$ cat src/rtl/load_ext_pkg.sv
// Shared definitions for the load-extension pipe: size codes, held-entry
// layout and the occupancy states of the two-entry output buffer.
package load_ext_pkg;

  localparam logic [1:0] SZ_B = 2'b00;
  localparam logic [1:0] SZ_H = 2'b01;
  localparam logic [1:0] SZ_W = 2'b10;
  localparam logic [1:0] SZ_D = 2'b11;

  // Entries are sized for the widest legal build; narrower builds ignore the top bits.
  localparam int DATA_MAX = 64;
  localparam int TAG_MAX  = 16;

  typedef struct packed {
    logic [DATA_MAX-1:0] data;
    logic [TAG_MAX-1:0]  tag;
    logic                misalign;
  } entry_t;

  typedef enum logic [1:0] {
    EMPTY,
    ONE,
    FULL
  } occ_t;

endpackage

$ cat src/rtl/load_ext_lane.sv
// Combinational lane select plus sign/zero extension of a memory read word.
// LOAD_EXT_MISALIGN_CHK_EN: flag misaligned offsets and zero the result
// instead of rounding the offset down to the access alignment.
module load_ext_lane
  import load_ext_pkg::*;
#(
  parameter int XLEN  = 32,
  parameter int OFF_W = $clog2(XLEN/8)
) (
  input  logic [XLEN-1:0]  data_i,
  input  logic [OFF_W-1:0] off_i,
  input  logic [1:0]       size_i,
  input  logic             unsigned_i,
  output logic [XLEN-1:0]  result_o,
  output logic             misalign_o
);

  logic [1:0]       eff_size;
  logic [OFF_W-1:0] align_mask;
  logic [OFF_W-1:0] off_eff;
  logic [XLEN-1:0]  lane;
  logic [XLEN-1:0]  keep;
  logic [XLEN-1:0]  ext;
  logic             sbit;

  always_comb begin
    eff_size = size_i;
    if (XLEN == 32 && size_i == SZ_D) eff_size = SZ_W;

    case (eff_size)
      SZ_H:    align_mask = OFF_W'(1);
      SZ_W:    align_mask = OFF_W'(3);
      SZ_D:    align_mask = OFF_W'(7);
      default: align_mask = '0;
    endcase

    misalign_o = |(off_i & align_mask);
`ifdef LOAD_EXT_MISALIGN_CHK_EN
    off_eff = off_i;
`else
    off_eff = off_i & ~align_mask;
`endif

    lane = data_i >> {off_eff, 3'b000};

    // Bits outside the kept lane are refilled from the lane MSB, or zeroed.
    case (eff_size)
      SZ_B: begin
        keep = XLEN'(8'hFF);
        sbit = lane[7];
      end
      SZ_H: begin
        keep = XLEN'(16'hFFFF);
        sbit = lane[15];
      end
      SZ_W: begin
        keep = XLEN'(32'hFFFF_FFFF);
        sbit = lane[31];
      end
      default: begin
        keep = '1;
        sbit = lane[XLEN-1];
      end
    endcase

    ext = (lane & keep) | ({XLEN{sbit & ~unsigned_i}} & ~keep);
`ifdef LOAD_EXT_MISALIGN_CHK_EN
    result_o = misalign_o ? '0 : ext;
`else
    result_o = ext;
`endif
  end

endmodule

$ cat src/rtl/load_ext_pipe.sv
// Registered load-extension stage with valid/ready handshake and a skid entry.
// LOAD_EXT_MISALIGN_CHK_EN adds the out_misalign port and pipelines the flag.
module load_ext_pipe
  import load_ext_pkg::*;
#(
  parameter int  XLEN  = 32,
  parameter int  TAG_W = 5,
  localparam int OFF_W = $clog2(XLEN/8)
) (
  input  logic             clk,
  input  logic             rst,
  input  logic             flush,
  input  logic             in_valid,
  output logic             in_ready,
  input  logic [XLEN-1:0]  in_data,
  input  logic [OFF_W-1:0] in_off,
  input  logic [1:0]       in_size,
  input  logic             in_unsigned,
  input  logic [TAG_W-1:0] in_tag,
  output logic             out_valid,
  input  logic             out_ready,
  output logic [XLEN-1:0]  out_data,
  output logic [TAG_W-1:0] out_tag
`ifdef LOAD_EXT_MISALIGN_CHK_EN
  ,
  output logic             out_misalign
`endif
);

  occ_t            state_q, state_d;
  entry_t          out_q, out_d;
  entry_t          skid_q, skid_d;
  entry_t          new_entry;
  logic            in_ready_q;
  logic            accept, retire;
  logic [XLEN-1:0] lane_data;
  logic            lane_mis;
  logic            unused_bits;

  load_ext_lane #(
    .XLEN  (XLEN),
    .OFF_W (OFF_W)
  ) u_lane (
    .data_i     (in_data),
    .off_i      (in_off),
    .size_i     (in_size),
    .unsigned_i (in_unsigned),
    .result_o   (lane_data),
    .misalign_o (lane_mis)
  );

  assign out_valid = (state_q != EMPTY);
  assign in_ready  = in_ready_q;
  assign accept    = in_valid & in_ready_q;
  assign retire    = out_valid & out_ready;

  always_comb begin
    new_entry      = '0;
    new_entry.data = DATA_MAX'(lane_data);
    new_entry.tag  = TAG_MAX'(in_tag);
`ifdef LOAD_EXT_MISALIGN_CHK_EN
    new_entry.misalign = lane_mis;
`else
    new_entry.misalign = 1'b0;
`endif
  end

  always_comb begin
    state_d = state_q;
    out_d   = out_q;
    skid_d  = skid_q;
    if (flush) begin
      state_d = EMPTY;
      out_d   = '0;
      skid_d  = '0;
    end else begin
      case (state_q)
        EMPTY: begin
          if (accept) begin
            out_d   = new_entry;
            state_d = ONE;
          end
        end
        ONE: begin
          if (accept && retire) begin
            out_d = new_entry;
          end else if (accept) begin
            skid_d  = new_entry;
            state_d = FULL;
          end else if (retire) begin
            state_d = EMPTY;
          end
        end
        FULL: begin
          if (retire) begin
            out_d   = skid_q;
            state_d = ONE;
          end
        end
        default: state_d = EMPTY;
      endcase
    end
  end

  // in_ready is registered from the next state, so out_ready never reaches it combinationally.
  always_ff @(posedge clk or posedge rst) begin
    if (rst) begin
      state_q    <= EMPTY;
      out_q      <= '0;
      skid_q     <= '0;
      in_ready_q <= 1'b1;
    end else begin
      state_q    <= state_d;
      out_q      <= out_d;
      skid_q     <= skid_d;
      in_ready_q <= (state_d != FULL);
    end
  end

  assign out_data = out_q.data[XLEN-1:0];
  assign out_tag  = out_q.tag[TAG_W-1:0];
`ifdef LOAD_EXT_MISALIGN_CHK_EN
  assign out_misalign = out_q.misalign;
`endif

  assign unused_bits = ^{out_q, lane_mis};

endmodule

$ cat config.mk
export PLATFORM = sky130hd
export DESIGN_NAME = load_ext_pipe
export DESIGN_NICKNAME = d
export VERILOG_FILES = /design/src/rtl/load_ext_pkg.sv /design/src/rtl/load_ext_lane.sv /design/src/rtl/load_ext_pipe.sv
export SDC_FILE = /design/constraint.sdc
export NUM_CORES = 1
export LEC_CHECK = 0
export CORE_ASPECT_RATIO = 0.9
export CORE_UTILIZATION = 50
export DETAILED_ROUTE_END_ITERATION = 8
export PLACE_DENSITY = 0.79
export RECOVER_POWER = 50
export SLEW_MARGIN = 20
export SYNTH_ARGS = -nofsm -noshare
export SYNTH_HDL_FRONTEND = slang
export SYNTH_SLANG_ARGS = --single-unit
$ cat constraint.sdc
create_clock -name clk -period 2.7 [get_ports clk]
set_input_delay 0.405 -clock clk [delete_from_list [all_inputs] [get_ports clk]]
set_output_delay 0.405 -clock clk [all_outputs]
set_load 0.01 [all_outputs]
==> flow_metrics.tcl <==
set metrics [dict create \
    status "complete, but fails checks" \
    violations "capacitance limit, slew limit" \
    postRouteAntennaNets 0 \
    critPathKind "input port to flip-flop" \
    fin_area_um2 5104 \
    ys_seq_area_frac 0.4908 \
    grt_max_degree 45 \
    diodes 0 \
    grt_pass1_wl_um 17800 \
    clock_latency_ns 0.35 \
    root_buffer "clkbuf_8" \
    p_comb_frac 0.184 \
    grt_antenna_before_repair 0 \
    clock_path_buffers 2 \
    worst_slack_ns 0.4448 \
    hold_buffers 0 \
    synth_area_leader_cell "dfrtp_1" \
    p_int_mw 1.976 \
    grt_use_total 0.2841 \
    ys_ff_latch 77 \
    clkPwrFrac 0.354 \
    setup_viol 0 \
    grt_pass1_vias 3556 \
    cts_tree "built" \
    syn_avg_cell_area_um2 10.31 \
    p_leak_nw 2.201 \
    synth_cells 381 \
    cts_resized 0 \
    overflow 0 \
    dieWidth_um 95.44 \
    ys_warn_count 0 \
    clkTransAtPathRegs_ns 0.08 \
    maxSlewViolCount 34 \
    portBuffers 85 \
    syn-num-nets 428 \
    fp.dieH_um 86.10 \
    synth_edf_count 0 \
    dp_slack_ns 0.08779 \
    cp-start-kind "input port" \
    yosysMostFrequentCell "nand2_1" \
    drtIter0Drc 315 \
    netlist_top_cells_area "dfrtp_1 (48%), nand2_1 (7.5%), a221o_1 (4.1%)" \
    routedWlPerCell_um 19.07 \
    skew_ns 0.008039 \
    fmax_mhz 443.4 \
    core-area_um2 7582 \
    cp-end-kind "flip-flop" \
    ir_worst_vdd_mv 0.3393 \
    hold_viol 0 \
    dr.pass1.iters 5 \
    netSwitchingFraction 0.2708 \
    worstHoldPathType "flip-flop to flip-flop" \
    routed_wl_um 10750 \
    cp.arrival_ns 2.54 \
    dieArea_um2 8216 \
    power.density_nw_per_um2 530.9 \
    maxCapViolations 1 \
    htreeDepth 3 \
    syn-cell-area_um2 3929 \
    min_period_over_period 0.8353 \
    synth_common_cells "nand2_1 (78), dfrtp_1 (76), o21ai_0 (24)" \
    final_layout_size_suffix_gt1_frac 0.1218 \
    drcViolationCount 0 \
    area_delta_synth_final_pct 29.90 \
    pwr-share-seq 0.462 \
    yosysTopAreaCellShare 0.4841 \
    ioPinCount 86 \
    required_ns 2.98 \
    clock_sinks 77 \
    timing.slew.headroom -0.2092 \
    vias 3572 \
    gp_congestion 0.9523 \
    vias_per_cell 6.333 \
    cts_made_buffers 9 \
    power_mw 2.710 \
    finalSetupTns_ns 0 \
    path_max_fanout 16 \
    synthArstFlopShare 1.000 \
    nets 510 \
    synth-main-ff-cell "dfrtp_1" \
    start_util 0.5182 \
    p_switching_mw 0.7339 \
    fin_crit_ns 2.255 \
    placed_area_um2 4897 \
    rsz0062_at_grt "false" \
    worst_pin_slew_ns 1.814 \
    synthDistinctLibCells 50 \
    fp-row-count 30 \
    post-dp-hpwl_um 7696 \
    postCtsSetupBuffers 0 \
]
[worst max-delay path: stages]
cell             delay, ns
clkdlybuf4s50_1       0.53
nand2b_1              0.24
or3_1                 0.37
o221a_2               0.16
a21oi_2               0.61
a221o_1               0.22
[cells in the final DEF, fill, tap and decap left out, types with 15 or more instances in the layout]
| cell type | instances |
|---|---|
| o2111ai_1 | 15 |
| dlygate4sd3_1 | 17 |
| o211ai_1 | 15 |
| a221o_1 | 16 |
| nand2_1 | 79 |
| clkdlybuf4s50_1 | 68 |
| o21ai_0 | 24 |
| dfrtp_1 | 76 |
| nor2_1 | 15 |
| a21oi_1 | 16 |
[per-stage QoR]
stage | cells | utilization | hold slack (ns)
floorplan | 381 | - | 0.4648
global route | 564 | 0.6731 | 0.5247
detailed placement | 548 | 0.6459 | 0.4700
CTS | 564 | 0.6743 | 0.4782
finish | 564 | 0.6731 | 0.4789
global placement | 548 | 0.6459 | 0.4621
[flip-flops by register name, indices dropped and copies added, names as in the netlist]
register	count
in_ready	1
out_data	32
out_tag	5
skid_q	37
state_q	2
[layer usage]
| layer | share of wire | vias to the layer above | global-route usage | wire (um) |
|---|---|---|---|---|
| li1 | - | 1599 | - | - |
| met1 | 0.42 | 1758 | 0.3731 | 4483 |
| met2 | 0.48 | 186 | 0.4636 | 5215 |
| met3 | 0.079 | 29 | 0.06383 | 852 |
| met4 | 0.019 | 0 | 0.09634 | 203 |
| met5 | 0 | - | 0 | 0 |
[power groups by stage]
stage / clock [mW] / sequential [mW] / combinational, mW
finish: 0.960 / 1.25 / 0.498
CTS: 0.972 / 1.25 / 0.507
detailed placement: 0 / 1.27 / 0.505
floorplan: 0 / 1.29 / 0.232
global route: 1.02 / 1.26 / 0.540
global placement: 0 / 1.27 / 0.493
[area by class of cell]
type	instances	area, um^2
clock inverter	6	87.58
multi-input combinational	267	1821
inverter	6	22.52
timing repair buffer	102	997.2
tap	96	120.1
clock buffer	10	127.6
fill	599	2479
sequential	77	1928
[logic make-up (layout without fill, tap and decap cells)]
kind of cell | after synthesis | after routing | synth area share
multiplexers | 19 | 19 | 0.07261
XOR/XNOR | 1 | 1 | 0.002230
AO/OA/AOI/OAI | 125 | 125 | 0.2408
AND/OR/NAND/NOR | 122 | 122 | 0.1455
buffers and inverters | 37 | 124 | 0.04808
flip-flops | 77 | 77 | 0.4908
[path summary, 6_finish.rpt]
kind	from	to	slack, ns	depth (start not counted)
worst min register to register	out_tag[0]$_DFFE_PP0P_	out_tag[0]$_DFFE_PP0P_	0.48	2
worst min-delay path	out_tag[0]$_DFFE_PP0P_	out_tag[0]$_DFFE_PP0P_	0.48	2
max in group asynchronous	rst	out_data[28]$_DFFE_PP0P_	0.64	3
worst max register to register	in_ready$_DFF_PP1_	skid_q[47]$_DFFE_PP0P_	0.66	4
worst max-delay path	in_off[1]	skid_q[47]$_DFFE_PP0P_	0.44	6
min in group asynchronous	rst	out_data[2]$_DFFE_PP0P_	0.70	3
(Power assumes the default switching activity.)
